## src/rtl/decode_pkg.sv

```systemverilog
// Shared decode-stage constants: lane geometry, payload field layout, format one-hots.
// Latency: none (constants only).
// Backpressure: not applicable.
package decode_pkg;

    localparam int NUM_LANES       = 4;
    localparam int LANE_ID_WIDTH   = $clog2(NUM_LANES);
    localparam int PAYLOAD_WIDTH   = 192;
    localparam int FIFO_DEPTH      = 2;
    localparam int INSTR_CNT_WIDTH = 64;

    // Payload field layout, LSB positions and widths (body sits at the bottom).
    localparam int BODY_LSB        = 0;
    localparam int BODY_WIDTH      = 64;
    localparam int OPND_ISREG_LSB  = 64;   // one isReg flag per operand slot
    localparam int OPND_RW_LSB     = 68;   // one read/write flag per operand slot
    localparam int OPND_FLAG_WIDTH = 4;
    localparam int ID_LSB          = 72;   // four operand IDs, rd/rs1/rs2/rs3
    localparam int ID_WIDTH        = 20;
    localparam int NUM_IDS         = 4;
    localparam int UNIT_LSB        = 152;
    localparam int UNIT_WIDTH      = 3;
    localparam int OPCODE_LSB      = 155;
    localparam int OPCODE_WIDTH    = 12;
    localparam int FORMAT_LSB      = 167;
    localparam int FORMAT_WIDTH    = 25;

    // Instruction format one-hots, shared with the decoder instances.
    localparam logic [FORMAT_WIDTH-1:0] FMT_R = 25'h000_0001;
    localparam logic [FORMAT_WIDTH-1:0] FMT_I = 25'h000_0002;
    localparam logic [FORMAT_WIDTH-1:0] FMT_S = 25'h000_0004;
    localparam logic [FORMAT_WIDTH-1:0] FMT_B = 25'h000_0008;
    localparam logic [FORMAT_WIDTH-1:0] FMT_U = 25'h000_0010;
    localparam logic [FORMAT_WIDTH-1:0] FMT_J = 25'h000_0020;

endpackage

```

## src/rtl/decode_lane_fifo.sv

```systemverilog
// Per-lane FIFO holding {majID, payload} entries; head is visible combinationally.
// Latency: an entry pushed at edge N is at the head after edge N.
// Backpressure: caller must not push when full nor pop when empty; flush empties it.
module decode_lane_fifo #(
    parameter int depth = 2,
    parameter int width = 8
) (
    input  logic                         clk,
    input  logic                         rst_n,
    input  logic                         flush,
    input  logic                         push,
    input  logic [width-1:0]             push_data,
    input  logic                         pop,
    output logic [width-1:0]             head_data,
    output logic [$clog2(depth):0]       count,
    output logic                         full,
    output logic                         empty
);
    localparam int ptrWidth = $clog2(depth);
    localparam int cntWidth = ptrWidth + 1;

    logic [width-1:0]    mem [depth];
    logic [ptrWidth-1:0] wr_ptr;
    logic [ptrWidth-1:0] rd_ptr;

    // Pointers wrap naturally because depth is a power of two.
    always_ff @(posedge clk or negedge rst_n) begin
        if (!rst_n) begin
            wr_ptr <= '0;
            rd_ptr <= '0;
            count  <= '0;
        end else if (flush) begin
            wr_ptr <= '0;
            rd_ptr <= '0;
            count  <= '0;
        end else begin
            if (push) wr_ptr <= wr_ptr + 1'b1;
            if (pop)  rd_ptr <= rd_ptr + 1'b1;
            case ({push, pop})
                2'b10:   count <= count + 1'b1;
                2'b01:   count <= count - 1'b1;
                default: count <= count;
            endcase
        end
    end

    // Storage needs no reset: count gates what is ever read out.
    always_ff @(posedge clk) begin
        if (push && !flush) mem[wr_ptr] <= push_data;
    end

    assign head_data = mem[rd_ptr];
    assign full      = (count == cntWidth'(depth));
    assign empty     = (count == '0);

endmodule

```

## src/rtl/decode_lane_arbiter.sv

```systemverilog
// Round-robin merge of numLanes decode lanes into one registered valid/ready dispatch port.
// Latency: 2 cycles minimum from lane enable to out_valid_o (FIFO then output register).
// Backpressure: out_ready_i low freezes the output stage; lane_ready_o drops when a lane FIFO fills.
module decode_lane_arbiter
    import decode_pkg::*;
#(
    parameter int numLanes                = NUM_LANES,
    parameter int laneIdWidth             = LANE_ID_WIDTH,
    parameter int payloadWidth            = PAYLOAD_WIDTH,
    parameter int fifoDepth               = FIFO_DEPTH,
    parameter int instructionCounterWidth = INSTR_CNT_WIDTH
) (
    input  logic                                    clock_i,
    input  logic                                    reset_ni,
    input  logic                                    flush_i,
    input  logic [numLanes-1:0]                     lane_enable_i,
    input  logic [numLanes*instructionCounterWidth-1:0] lane_majId_i,
    input  logic [numLanes*payloadWidth-1:0]        lane_payload_i,
    output logic [numLanes-1:0]                     lane_ready_o,
    output logic                                    out_valid_o,
    input  logic                                    out_ready_i,
    output logic [laneIdWidth-1:0]                  out_lane_o,
    output logic [instructionCounterWidth-1:0]      out_majId_o,
    output logic [payloadWidth-1:0]                 out_payload_o,
    output logic [numLanes-1:0]                     lane_overflow_o
);
    localparam int entryWidth = instructionCounterWidth + payloadWidth;
    localparam int cntWidth   = $clog2(fifoDepth) + 1;

    logic [cntWidth-1:0]    lane_count [numLanes];
    logic [entryWidth-1:0]  lane_head  [numLanes];
    logic [numLanes-1:0]    lane_full;
    logic [numLanes-1:0]    lane_empty;
    logic [numLanes-1:0]    lane_push;
    logic [numLanes-1:0]    lane_pop;
    logic [laneIdWidth-1:0] rr;
    logic [laneIdWidth-1:0] winner;
    logic                   grant;
    logic                   load;

    // Lane index a+b wrapped into 0..numLanes-1 (numLanes need not be a power of two).
    function automatic logic [laneIdWidth-1:0] lane_add(input logic [laneIdWidth-1:0] a, input int b);
        int s;
        s = int'(a) + b;
        if (s >= numLanes) s = s - numLanes;
        return laneIdWidth'(s);
    endfunction

    for (genvar k = 0; k < numLanes; k++) begin : g_lane
        logic [entryWidth-1:0] lane_entry;

        // Lane 0 occupies the MSB slice of the packed input buses.
        assign lane_entry = {lane_majId_i[(numLanes-1-k)*instructionCounterWidth +: instructionCounterWidth],
                             lane_payload_i[(numLanes-1-k)*payloadWidth +: payloadWidth]};

        // Ready looks at the registered count only, so a full lane stays not-ready while being popped.
        assign lane_ready_o[k] = (lane_count[k] < cntWidth'(fifoDepth));
        assign lane_push[k]    = lane_enable_i[k] && lane_ready_o[k] && !flush_i;
        assign lane_pop[k]     = grant && (winner == laneIdWidth'(k)) && !flush_i;

        decode_lane_fifo #(
            .depth (fifoDepth),
            .width (entryWidth)
        ) u_fifo (
            .clk       (clock_i),
            .rst_n     (reset_ni),
            .flush     (flush_i),
            .push      (lane_push[k]),
            .push_data (lane_entry),
            .pop       (lane_pop[k]),
            .head_data (lane_head[k]),
            .count     (lane_count[k]),
            .full      (lane_full[k]),
            .empty     (lane_empty[k])
        );
    end

    assign load = !out_valid_o || out_ready_i;

    // Pick the first non-empty lane starting at rr; only meaningful when the output can load.
    always_comb begin
        grant  = 1'b0;
        winner = rr;
        if (load) begin
            for (int i = 0; i < numLanes; i++) begin
                if (!grant && !lane_empty[lane_add(rr, i)]) begin
                    grant  = 1'b1;
                    winner = lane_add(rr, i);
                end
            end
        end
    end

    // Round-robin pointer advances past the winner; flush keeps it.
    always_ff @(posedge clock_i or negedge reset_ni) begin
        if (!reset_ni) begin
            rr <= '0;
        end else if (!flush_i && grant) begin
            rr <= lane_add(winner, 1);
        end
    end

    // Output register: flush drops it, otherwise loads the winner or empties when nothing is pending.
    always_ff @(posedge clock_i or negedge reset_ni) begin
        if (!reset_ni) begin
            out_valid_o   <= 1'b0;
            out_lane_o    <= '0;
            out_majId_o   <= '0;
            out_payload_o <= '0;
        end else if (flush_i) begin
            out_valid_o <= 1'b0;
        end else if (load) begin
            if (grant) begin
                out_valid_o                  <= 1'b1;
                out_lane_o                   <= winner;
                {out_majId_o, out_payload_o} <= lane_head[winner];
            end else begin
                out_valid_o <= 1'b0;
            end
        end
    end

    // Sticky overflow: an enable that arrives while the lane is full is lost.
    always_ff @(posedge clock_i or negedge reset_ni) begin
        if (!reset_ni) begin
            lane_overflow_o <= '0;
        end else begin
            lane_overflow_o <= lane_overflow_o | (lane_enable_i & lane_full);
        end
    end

endmodule

```

## config.mk

```make
export PLATFORM = sky130hd
export DESIGN_NAME = decode_lane_arbiter
export DESIGN_NICKNAME = d
export VERILOG_FILES = /design/src/rtl/decode_pkg.sv /design/src/rtl/decode_lane_fifo.sv /design/src/rtl/decode_lane_arbiter.sv
export SDC_FILE = /design/constraint.sdc
export NUM_CORES = 2
export LEC_CHECK = 0
export BUFFER_PORTS_ARGS = -buffer_cell sky130_fd_sc_hd__buf_2
export CORE_AREA = 5 5 503 505
export DETAILED_ROUTE_END_ITERATION = 10
export DIE_AREA = 0 0 508 510
export SYNTH_ARGS = -nofsm -noshare
export SYNTH_HDL_FRONTEND = slang
export SYNTH_HIERARCHICAL = 1
export SYNTH_SLANG_ARGS = --single-unit
```

## constraint.sdc

```tcl
create_clock -name clock_i -period 54.7 [get_ports clock_i]
set_input_delay 10.94 -clock clock_i [delete_from_list [all_inputs] [get_ports clock_i]]
set_output_delay 10.94 -clock clock_i [all_outputs]
set_load 0.05 [all_outputs]
```

==> reports/qor.csv <==
stage;metric;value;unit
run;max-cap-violations;0;
worst_setup_path;cp_cell_sequence;buf_2 -> nand2b_1 -> mux2_1 -> a32oi_4 -> buf_12 -> buf_4 -> buf_4 -> buf_4 -> buf_4 -> mux2i_1 -> o221ai_1;
worst_setup_path;slowest_stage;buf_4;
sta;max_freq;62.8;MHz
worst_setup_path;critPathMaxFanout;110;
worst_setup_path;cp_common_cell;buf_4;
power_and_ir_drop;power_density;59.1;mW/mm^2
power_and_ir_drop;power.switching;2.61;mW
yosys;synth_ff_type;edfxtp_1;
sta;worst-slew-pin-transition;1.22;ns
floorplan;fp.coreArea;0.248;sq mm
yosys;ys_ff_latch;2329;
outcome;status;complete, no violations;
grt;grt_pass1_wl;410000;um
sta;fin_setup_tns;0;ns
place;numPortBuffers;1298;
cts;ctsResizeCount;0;
sta;worst_clock_skew;0.0797;ns
floorplan;initial_core_util;38.3;%
grt;grt_max_degree;169;
worst_setup_path;slowest_delay;0.92;ns
cts;insertion_delay;0.87;ns
cts;postCtsSetupRepairBufs;0;
cts;postCtsHoldBufs;0;
power_and_ir_drop;clockPowerShare;24.7;%
place;gp_congestion;0.843;
yosys;ys_types;43;
yosys;post-synth-top-area-fraction;64.8;%
floorplan;fp.dieW;508;um
power_and_ir_drop;pwr-share-seq;34.2;%
sta;maxSlewHeadroom;18.5;%
routing;viasPerCell;5.34;
cts;h-tree-depth;4;
worst_setup_path;worst_setup_path_start_kind;input port;
power_and_ir_drop;ir_drop;0.106;mV
routing;wirelength;299000;um
power_and_ir_drop;swShare;39.2;%
place;dp_hpwl;195000;um
cts;cts_sinks;2329;
hold_path;hp-class;register to register;
yosys;synthCells;5075;
yosys;postSynthAreaPerCell;18.7;sq um
finish;layout-drive-gt1-share;42.3;%
grt;globalRouteOverflowTotal;0;
routing;firstDrtPassIters;6;
cts;cts_max_path_buffers;3;
sta;finalHoldViolations;0;
power_and_ir_drop;p_leak;41.5;nW
cts;cts_root_buf;clkbuf_16;
sta;whs;0.465;ns
routing;detail-route-antenna-nets;0;
sta;min_period;15.92;ns
floorplan;io_pins;1299;
floorplan;fp.dieArea;0.259;sq mm
finish;synthToLayoutAreaGrowth;18.5;%
routing;drt-initial-drc-count;5011;
yosys;synth-edff-count;2048;
worst_setup_path;cp.arrival;16.60;ns
yosys;yosys_warnings;6;
yosys;syn-cell-area;0.0949;sq mm
worst_setup_path;cp-end-kind;register;
sta;finalSetupViolations;0;
sta;rsz0062_at_grt;no;
finish;fin_nets;7407;
cts;cts-buffers-inserted;237;
worst_setup_path;timing.critical_path.buf_inv;6;
sta;setup_ws;38.78;ns
worst_setup_path;crit_required;55.38;ns
routing;drc;0;
power_and_ir_drop;p_int;4.05;mW
routing;via_count;53675;
worst_setup_path;crit_type;input port to register;
grt;grt_util_all_layers;22.1;%
yosys;postSynth.asyncResetShare;12.1;%
yosys;synth_top_area_cell;edfxtp_1;
worst_setup_path;critPathTopFamily;buffers and inverters;
place;dp_slack;37.77;ns
yosys;synth.yosys.seq_area_share;72.2;%
floorplan;rows;183;
power_and_ir_drop;pwr-share-comb;41.1;%
place;dp.cells;9466;
yosys;synth_nets;6107;
sta;finalCritPeriodShare;29.1;%
grt;antenna_found_initial;251;
cts;cts_tree;done;
grt;grt_pass1_vias;53854;
sta;drv_slew;0;
routing;wl_per_cell;29.8;um
floorplan;die_h;510;um
finish;final_cell_count_no_fill;10048;
cts;clk_pin_slew;0.07;ns
yosys;synth_area_leaders;edfxtp_1, mux2_4, dfrtp_1;
Yosys cell counts (2+ instances only):
master       n
a21o_1       5
a21oi_1    513
and3b_1      8
buf_1       15
buf_12       4
buf_2       47
buf_4       15
buf_6       60
buf_8       44
clkbuf_1   135
dfrtp_1    281
edfxtp_1  2048
inv_1        5
mux2_2     104
mux2_4     920
mux2i_1    256
nand2_1    263
nand2b_1     3
nand3_1      2
nor2_1      22
nor2b_1      7
nor3_1       7
nor3b_1     16
o21ai_0      6
o21ai_1      2
o221ai_1   256
xnor2_1     11
xor2_1       5
metrics by stage:
| stage | area, sq um | utilization [%] | power, mW |
|---|---|---|---|
| 2_1_floorplan | 94900 | - | 4.29 |
| 3_3_place_gp | 104000 | 42.1 | 5.01 |
| 3_5_place_dp | 104000 | 42.1 | 5.05 |
| 4_1_cts | 112000 | 45.3 | 6.69 |
| 6_report | 113000 | 45.4 | 6.65 |
| 5_1_grt | 112000 | 45.4 | 6.93 |
flip-flops by register name, summed over array words and instances, names as in the netlist:
signal                count
out_valid_o               1
out_lane_o                2
lane_overflow_o           4
rr                        2
out_payload_o           192
g_lane.u_fifo/rd_ptr      4
out_majId_o              64
g_lane.u_fifo/wr_ptr      4
g_lane.u_fifo/count       8
g_lane.u_fifo/mem      2048
kinds of logic (layout without fill, tap and decap cells):
group	after synthesis	in the layout	synth area share, %
buffers and inverters	325	1841	2.47
muxes	1281	1281	18.5
xor gates and xnor gates	16	16	0.148
DFF	2329	2329	72.2
AOI/OAI and AO/OA	792	792	5.24
other	0	127	0
and+or+nand+nor	332	332	1.47
final timing paths:
path                       slack, ns            endpoint  cells after the start                       from
min                             0.46  lane_overflow_o[3]                      1         lane_overflow_o[3]
min in group asynchronous      10.12  out_payload_o[130]                      1                   reset_ni
max in group asynchronous      41.85   out_payload_o[34]                      4                   reset_ni
min reg2reg                     0.46  lane_overflow_o[3]                      1         lane_overflow_o[3]
max                            38.78   out_payload_o[33]                     11                out_ready_i
max reg2reg                    48.22   out_payload_o[33]                     12  g_lane[3].u_fifo/count[0]
cells in the final DEF (no fill, tap or decap), drive strengths merged:
master,count
o22ai,1
a32o,1
mux2i,256
or3b,1
clkinv,75
and2,1
buf,1381
a211o,1
clkbuf,344
o2111ai,1
bufinv,18
nand3,2
nor3b,16
a21oi,513
xnor2,11
nand2b,3
nor3,7
a221o,1
a2111oi,1
a21o,5
a2bb2oi,1
xor2,5
o21a,1
inv,10
and3b,8
diode,127
a32oi,1
nor2b,7
nand2,263
or3,1
clkinvlp,13
mux2,1025
nor2,23
o221ai,256
edfxtp,2048
o21ai,9
dfrtp,281
worst reg2reg max path, cell delays in order (launching register included):
cell and delay (ns):
dfrtp_1 0.44, nor2_1 0.45, nand2b_1 0.20, o21ai_1 0.07, a221o_1 0.37, a32oi_4 0.42
buf_12 0.46, buf_4 0.98, buf_4 0.84, buf_4 0.78, buf_4 0.82, mux2i_1 0.32
o221ai_1 0.15
area by class of cell:
class                      count  area, sq um
fill                       21530       135000
sequential                  2329        68500
multi-input combinational   2421        24100
timing repair buffer        1381         7320
clock buffer                 344         6740
tap                         3330         4170
clock inverter               111         1270
antenna                      127          318
inverter                       5         18.8
metal layers:
layer / track usage [%] / up-vias / wire length, um
met5: 0 / - / 711
met4: 8.29 / 112 / 11500
met3: 6.84 / 668 / 26800
met2: 36.2 / 2406 / 144000
met1: 27.6 / 27739 / 117000
li1: - / 22750 / -
power by group through the flow:
stage | clock network [mW] | logic [mW] | registers (mW)
after floorplan | 0 | 1.68 | 2.61
after global routing | 1.74 | 2.90 | 2.29
after detailed placement | 0 | 2.74 | 2.31
final | 1.64 | 2.74 | 2.28
after global placement | 0 | 2.70 | 2.31
after CTS | 1.67 | 2.75 | 2.28
(Power assumes the default switching activity.)
